$ cat src/rtl/adc_avg_decim.sv
// Four-channel block-averaging decimator: averages each ADC channel over
// windows of 2^LOG2_AVG samples and presents one result set per window.
module adc_avg_decim #(
  parameter int LOG2_AVG = 4,
  parameter int DW       = 16
) (
  input  logic          clk_adc,
  input  logic          rst_n,
  input  logic          en,
  input  logic [DW-1:0] din0,
  input  logic [DW-1:0] din1,
  input  logic [DW-1:0] din2,
  input  logic [DW-1:0] din3,
  output logic          m_valid,
  input  logic          m_ready,
  output logic [DW-1:0] m_avg0,
  output logic [DW-1:0] m_avg1,
  output logic [DW-1:0] m_avg2,
  output logic [DW-1:0] m_avg3,
  output logic [3:0]    m_clip,
  output logic [15:0]   m_seq,
  output logic          ovf,
  input  logic          clr_ovf
);

  localparam int AW = DW + LOG2_AVG;
  localparam int CW = (LOG2_AVG > 0) ? LOG2_AVG : 1;
  localparam logic [CW-1:0] CNT_LAST = CW'((1 << LOG2_AVG) - 1);

  typedef enum logic {IDLE, ACC} state_t;

  state_t state_q, state_d;

  logic signed [DW-1:0] din_s    [4];
  logic signed [AW-1:0] acc_p0   [4];
  logic signed [AW-1:0] acc_base [4];
  logic signed [AW-1:0] sum_p0   [4];
  logic [CW-1:0]        cnt_p0;
  logic [CW-1:0]        cnt_base;
  logic [3:0]           clip_p0;
  logic [3:0]           clip_win;
  logic                 last_p0;
  logic                 done_p0;

  logic [DW-1:0]        avg_p1 [4];
  logic [3:0]           clip_p1;
  logic [15:0]          seq_out_p1;
  logic [15:0]          seq_cnt;
  logic                 vld_p1;
  logic                 ovf_q;
  logic                 load_p1;
  logic                 drop_p1;

  function automatic logic signed [AW-1:0] sext(input logic signed [DW-1:0] x);
    return AW'(x);
  endfunction

  // Arithmetic shift floors toward minus infinity, so -0.25 becomes -1.
  function automatic logic [DW-1:0] avg_floor(input logic signed [AW-1:0] s);
    logic signed [AW-1:0] sh;
    sh = s >>> LOG2_AVG;
    return sh[DW-1:0];
  endfunction

  function automatic logic is_clip(input logic [DW-1:0] x);
    return (x == {1'b0, {(DW-1){1'b1}}}) || (x == {1'b1, {(DW-1){1'b0}}});
  endfunction

  assign din_s[0] = din0;
  assign din_s[1] = din1;
  assign din_s[2] = din2;
  assign din_s[3] = din3;

  always_ff @(posedge clk_adc or negedge rst_n) begin
    if (!rst_n) state_q <= IDLE;
    else        state_q <= state_d;
  end

  always_comb begin
    state_d = state_q;
    case (state_q)
      IDLE:    if (en)  state_d = ACC;
      ACC:     if (!en) state_d = IDLE;
      default: state_d = IDLE;
    endcase
  end

  // The sample arriving with the IDLE->ACC transition opens a fresh window.
  always_comb begin
    for (int i = 0; i < 4; i++) begin
      acc_base[i] = (state_q == ACC) ? acc_p0[i] : '0;
      sum_p0[i]   = acc_base[i] + sext(din_s[i]);
    end
    cnt_base = (state_q == ACC) ? cnt_p0 : '0;
    clip_win = ((state_q == ACC) ? clip_p0 : 4'b0000)
               | {is_clip(din_s[3]), is_clip(din_s[2]), is_clip(din_s[1]), is_clip(din_s[0])};
  end

  assign last_p0 = (cnt_base == CNT_LAST);
  assign done_p0 = en & last_p0;

  // ---- stage p0: accumulate ----
  always_ff @(posedge clk_adc or negedge rst_n) begin
    if (!rst_n) begin
      for (int i = 0; i < 4; i++) acc_p0[i] <= '0;
      cnt_p0  <= '0;
      clip_p0 <= '0;
    end else if (!en || last_p0) begin
      for (int i = 0; i < 4; i++) acc_p0[i] <= '0;
      cnt_p0  <= '0;
      clip_p0 <= '0;
    end else begin
      for (int i = 0; i < 4; i++) acc_p0[i] <= sum_p0[i];
      cnt_p0  <= cnt_base + CW'(1);
      clip_p0 <= clip_win;
    end
  end

  assign load_p1 = done_p0 & (~vld_p1 | m_ready);
  assign drop_p1 = done_p0 & vld_p1 & ~m_ready;

  // ---- stage p1: single-entry output register ----
  always_ff @(posedge clk_adc or negedge rst_n) begin
    if (!rst_n) begin
      for (int i = 0; i < 4; i++) avg_p1[i] <= '0;
      clip_p1    <= '0;
      seq_out_p1 <= '0;
      seq_cnt    <= '0;
      vld_p1     <= 1'b0;
      ovf_q      <= 1'b0;
    end else begin
      if (load_p1) begin
        for (int i = 0; i < 4; i++) avg_p1[i] <= avg_floor(sum_p0[i]);
        clip_p1    <= clip_win;
        seq_out_p1 <= seq_cnt;
        vld_p1     <= 1'b1;
      end else if (m_ready) begin
        vld_p1 <= 1'b0;
      end
      if (done_p0) seq_cnt <= seq_cnt + 16'd1;
      if (drop_p1)      ovf_q <= 1'b1;
      else if (clr_ovf) ovf_q <= 1'b0;
    end
  end

  assign m_valid = vld_p1;
  assign m_avg0  = avg_p1[0];
  assign m_avg1  = avg_p1[1];
  assign m_avg2  = avg_p1[2];
  assign m_avg3  = avg_p1[3];
  assign m_clip  = clip_p1;
  assign m_seq   = seq_out_p1;
  assign ovf     = ovf_q;

endmodule

$ cat config.mk
export PLATFORM = sky130hd
export DESIGN_NAME = adc_avg_decim
export DESIGN_NICKNAME = d
export VERILOG_FILES = /design/src/rtl/adc_avg_decim.sv
export SDC_FILE = /design/constraint.sdc
export NUM_CORES = 1
export LEC_CHECK = 0
export CAP_MARGIN = 20
export CORE_MARGIN = 1
export CORE_UTILIZATION = 45
export DETAILED_ROUTE_END_ITERATION = 10
export GPL_TIMING_DRIVEN = 1
export PLACE_DENSITY = 0.68
export SYNTH_ARGS = -nofsm -noshare
export SYNTH_HDL_FRONTEND = slang
export SYNTH_SLANG_ARGS = --single-unit
$ cat constraint.sdc
create_clock -name clk_adc -period 4.4 [get_ports clk_adc]
set_input_delay 1.32 -clock clk_adc [delete_from_list [all_inputs] [get_ports clk_adc]]
set_output_delay 1.32 -clock clk_adc [all_outputs]
set_load 0.02 [all_outputs]
==> reports/qor.csv, run 1 <==
metric,value,unit
status,"finished, final reports clean",
"Clk pin slew, worst setup/hold paths",0.07,ns
met2 Use GR,0.349,
Total GRT Usage,0.221,
Worst EP required,4.69,ns
total CTS buffers,17,
Simple-Gate Fraction of Synth Area,0.209,
Worst Setup Path Type,in -> reg,
# IOs,155,
"Distinct cells, synth",64,
worst reg2reg path depth,11,
Gate Count Post-Synth,1197,
routed vias,9068,
synthesized area per cell,9.31,um^2
Util after Layout,0.558,
hold slack,0.473,ns
combinational family with the most area after synthesis,simple AND/OR/NAND/NOR gates,
fmax,279,MHz
Design Power,4.51,mW
Slew Limit Fails,0,
"Max FO, Critical Path",3,
number of synthesized flops with an enable pin,0,
Total Wirelength,27300,um
post-placement setup slack,0.381,ns
largest net degree at the start of global routing,90,
vias in the first global route,8953,
Worst Hold Class,reg -> reg,
sequential area share after synthesis,0.429,
GP Congestion,0.914,
H-tree depth,4,
Synth Area in Compound Gates,0.158,
deepest clock path buffer count,2,
Die Span Y,159,um
grt ovf,0,
Slew @ Worst Pin,0.693,ns
first-pass GRT wire length,45300,um
"Top FF cell, synth",dfrtp_1,
met1 Resource Use GR,0.309,
CORE AREA,0.0243,mm^2
number of gates resized after cts,0,
fin cells,1661,
worst vdd ir,0.192,mV
mux share of post-synthesis cell area,0.0172,
clk_lat worst skew,0.43,ns
drc violations,0,
CP arrival,3.87,ns
antenna-violating nets left,0,
DPL Wire Length,20000,um
initial core utilization,0.458,
area grow syn2layout,21.7,%
root buffer cell,clkbuf_16,
Fin. Hold Viols,0,
fin crit share,0.814,
TritonCTS Sinks,191,
Post-Place Cell Area,0.0130,mm^2
leakage power,6.20,nW
Std-Cell Rows,57,
hold_buf cts,0,
"Design Area, Final",0.0136,mm^2
Via density,5.46,
die area,0.0254,mm^2
area share of fa/ha/maj cells after synthesis,0.0948,
Worst R2R Start,state_q,
CTS tree,yes,
share of layout cells above drive strength 1,0.0636,
port bufs,154,
cell depth of the worst hold path,1,
Placed Instances,1630,
postcts setup bufs,0,
RSZ-0062 raised after global routing,false,
Mapped Area,0.0111,mm^2
min-delay src,seq_cnt[15],
initial antenna violation count,0,
cell type with the highest aggregate area in the netlist,dfrtp_1,
Seq cells post-synth,191,
min Tclk post-route,3.58,ns
met3 usage,0.0432,
post-synthesis xor/xnor area fraction,0.0645,
Critical Path Source Type,input port,
max_cap viols,0,
Post-Synthesis Net Count,1348,
Slew HR,0.538,
antenna cells,0,
Clock Skew,0.0177,ns
post-synth top area share,0.429,
die width,159,um
DRT Pass-1 Iters,5,
WL per Instance,16.5,um
Initial DRC Count,361,
Power per Cell Area,332,mW/mm^2
Area contributors post-synth,"dfrtp_1, ha_1, nand2_1",
GRT busiest layer,met2,
element type at the critical path end,register,
setup_tns,0,ns
synth warn,0,
final worst slack,0.818,ns
"Async S/R FF share, synth",1.00,
Critical Path Start,din1[0],
setup violators final,0,
Total Nets Final,1476,
## flip-flops by register name (all words and copies together) (netlist names)
register,flops
m_avg1,16
acc_p0,80
m_clip,4
cnt_p0,4
m_avg0,16
m_avg3,16
seq_cnt,16
m_seq,16
clip_p0,4
ovf,1
state_q,1
m_valid,1
m_avg2,16
## cells in the final DEF (no fill, tap or decap), types with 5 or more instances in the layout
cell | netlist | routed
dfrtp_1 | 191 | 190
o21bai_1 | 10 | 10
clkbuf_16 | 0 | 17
o211ai_1 | 9 | 9
and3_1 | 9 | 9
nand4_1 | 35 | 35
a21oi_1 | 72 | 72
mux2_2 | 17 | 17
nor2_1 | 108 | 108
nand3_1 | 21 | 21
nand2_1 | 138 | 136
a211oi_2 | 5 | 5
nor3_1 | 14 | 14
nor2b_1 | 9 | 9
inv_1 | 21 | 21
nor4_1 | 14 | 14
and2_1 | 78 | 78
a211oi_1 | 8 | 8
clkdlybuf4s50_1 | 0 | 153
buf_4 | 0 | 7
o21ai_1 | 13 | 13
a21o_1 | 27 | 27
a31oi_1 | 9 | 9
nand2b_1 | 8 | 8
o21a_1 | 7 | 7
xnor2_1 | 41 | 41
o21ai_0 | 93 | 93
ha_1 | 78 | 78
xor2_1 | 41 | 41
## power breakdown
part / leakage, nW / internal, mW / total, mW / switching [mW]
combinational: 3.44 / 0.448 / 1.07 / 0.624
sequential: 2.50 / 1.89 / 1.93 / 0.0470
clock: 0.259 / 0.799 / 1.50 / 0.701
total: 6.20 / 3.13 / 4.51 / 1.37
## layer usage
layer  part of all wire  vias to the layer above
met2               0.45                      225
met1               0.48                     4351
met5                  0                        -
met3              0.051                       25
li1                   -                     4467
met4              0.012                        0
## Yosys cell counts, types with 17 or more instances
cell type	number
a21o_1	27
a21oi_1	72
and2_1	78
clkbuf_1	41
dfrtp_1	191
ha_1	78
inv_1	21
mux2_2	17
nand2_1	138
nand3_1	21
nand4_1	35
nor2_1	108
o21ai_0	93
xnor2_1	41
xor2_1	41
## final timing paths
check / slack (ns) / to
worst max-delay path: 0.82 / m_avg1[10]
worst min-delay path: 0.47 / seq_cnt[15]
worst max register to register: 1.15 / m_avg1[9]
worst min register to register: 0.47 / seq_cnt[15]
max in group asynchronous: 2.57 / acc_p0[11]
min in group asynchronous: 0.87 / m_avg3[6]
## area by class of cell
cell class	count	area, um^2
repair buffers	165	1680
flip-flops and latches	191	4780
fillers	2183	10800
clock buffers	20	447
inverters	21	78.8
multi-input cells	929	6070
clock inverters	11	109
well taps	324	405
## cell families (layout without fill, tap and decap cells)
group | after synthesis | in the layout
buffers and inverters | 77 | 217
xor gates and xnor gates | 82 | 82
adders and majority gates | 82 | 82
muxes | 17 | 17
and+or+nand+nor | 466 | 466
DFF | 191 | 191
AOI/OAI and AO/OA | 282 | 282
## critical path, stage by stage
cell	delay [ns]
clkdlybuf4s50_1	0.54
ha_1	0.22
inv_1	0.07
fa_1	0.40
nor2b_1	0.20
o31ai_1	0.11
a21oi_1	0.27
o21ai_0	0.21
o21bai_1	0.22
xnor2_1	0.18
o21ai_0	0.14
Power figures use the tool's default switching activity.
==> run 2: changes to the inputs <==
PLACE_DENSITY = 0.7   (was 0.68)
clock period = 2.9 ns   (was 4.4 ns; I/O delays follow)
==> reports/qor.csv, run 2 (synthesized netlist as in run 1, its figures left out) <==
metric,value,unit
first-pass GRT wire length,50400,um
max_cap viols,0,
Worst Hold Class,in -> async,
CP arrival,3.11,ns
"Max FO, Critical Path",2,
"Design Area, Final",0.0155,mm^2
setup violators final,0,
Worst Setup Path Type,in -> reg,
# IOs,155,
fmax,357,MHz
die area,0.0254,mm^2
WL per Instance,15.9,um
area of the multi-input gates,0.00622,mm^2
Flop pwr share,0.400,
vias in the first global route,10134,
Total Nets Final,1699,
DRT Pass-1 Iters,5,
Int Pwr,5.14,mW
DPL Wire Length,22400,um
clock network fraction of total power,0.317,
antenna cells,0,
setup_tns,0,ns
clk_lat worst skew,0.43,ns
most frequent cell on the critical path,buf_4,
min Tclk post-route,2.80,ns
total CTS buffers,17,
"slowest stage cell, crit path",clkdlybuf4s50_1,
Die Span Y,159,um
RSZ-0062 raised after global routing,true,
port bufs,154,
worst vdd ir,0.363,mV
Clock Skew,0.0183,ns
status,"finished, final reports clean",
die width,159,um
initial core utilization,0.458,
Total GRT Usage,0.243,
fin crit share,0.967,
Critical Path Source Type,input port,
hold slack,0.441,ns
leakage power,7.37,nW
H-tree depth,4,
Post-Place Cell Area,0.0147,mm^2
Worst EP required,3.20,ns
max FFs per register,80,
GP Congestion,0.881,
Design Power,7.32,mW
Sequential Area,0.00478,mm^2
drc violations,0,
"Clk pin slew, worst setup/hold paths",0.08,ns
Fill cells,2036,
TritonCTS Sinks,191,
Total Wirelength,29900,um
Fin. Hold Viols,0,
most frequent cells in the layout,"buf_4, dfrtp_1, clkdlybuf4s50_1, nand2_1, nor2_1",
Slew Limit Fails,0,
"commonest non-fill, non-tap cell in the layout",buf_4,
share of layout cells above drive strength 1,0.215,
"slowest stage delay, CP",0.46,ns
area grow syn2layout,38.7,%
antenna-violating nets left,0,
crit path cell chain,"clkdlybuf4s50_1, ha_1, inv_1, fa_1, nor2b_2, o31ai_2, a21oi_2, buf_4, o41ai_4, buf_4, xor2_2, o21ai_0",
Power per Cell Area,474,mW/mm^2
hold_buf cts,0,
largest net degree at the start of global routing,66,
CORE AREA,0.0243,mm^2
element type at the critical path end,register,
Largest Register,acc_p0,
P_sw,2.19,mW
Slew @ Worst Pin,0.572,ns
grt ovf,0,
deepest clock path buffer count,2,
root buffer cell,clkbuf_16,
routed vias,9960,
Sw Ratio,0.298,
Via density,5.29,
Std-Cell Rows,57,
Initial DRC Count,530,
Comb power frac,0.283,
CTS tree,yes,
Slew HR,0.619,
initial antenna violation count,0,
[run 2: changes by cell type in the layout (fill, tap and decap cells not counted), sizes merged, moves of 2 or more]
cell / before / now
dlymetal6s2s: 0 / 4
buf: 11 / 234
clkdlybuf4s50: 153 / 148
clkbuf: 21 / 19
[run 2: worst paths after layout]
path                                   from     endpoint  slack, ns  depth (start not counted)
worst max-delay path                din1[0]    m_avg1[8]        0.1                         12
max in group asynchronous             rst_n   m_avg2[12]       1.79                          2
worst min register to register  seq_cnt[15]  seq_cnt[15]       0.48                          1
min in group clk_adc            seq_cnt[15]  seq_cnt[15]       0.48                          1
worst min-delay path                  rst_n    acc_p0[6]       0.44                          1
worst max register to register      state_q   m_avg2[14]       0.15                         12
[run 2: final cells by class]
type                    count  area share
flip-flops and latches    191       0.309
multi-input cells         929       0.402
repair buffers            388       0.221
clock buffers              18      0.0278
well taps                 324      0.0262
inverters                  21     0.00510
clock inverters            13     0.00890
[run 2: power groups by stage]
stage               sequential (mW)  clock [mW]  combinational (mW)
CTS                            2.93        2.38                2.04
finish                         2.93        2.32                2.07
global route                   2.95        2.48                2.29
global placement               2.97           0                1.99
floorplan                      3.02           0                1.02
detailed placement             2.98           0                2.02
[run 2: stage by stage]
step	util	instances	setup slack (ns)
floorplan	-	1197	0.00686
global placement	0.605	1852	-0.494
detailed placement	0.605	1852	-0.569
CTS	0.630	1883	0.00628
global route	0.636	1884	-0.0268
finish	0.636	1884	0.0963
[run 2: layer usage]
layer  vias to the layer above  global-route usage  part of all wire
met3                        26              0.0393             0.041
met2                       191               0.401              0.47
met4                         0              0.0551             0.013
li1                       4901                   -                 -
met1                      4842               0.336              0.47
met5                         -                   0                 0
[run 2: repair_timing]
item                                   4_1_cts  5_1_grt
setup endpoints to repair                   10       53
endpoints found under the hold margin        0        0
gates resized for setup                      6       35
setup buffers                                0        1
pin swaps                                    6       18
[run 2: critical path: cells and delay by family]
kind	cells	cell delay, ns
buffers and inverters	4	0.86
AOI/OAI and AO/OA	4	0.72
adders and majority gates	2	0.43
xor gates and xnor gates	1	0.15
and+or+nand+nor	1	0.07
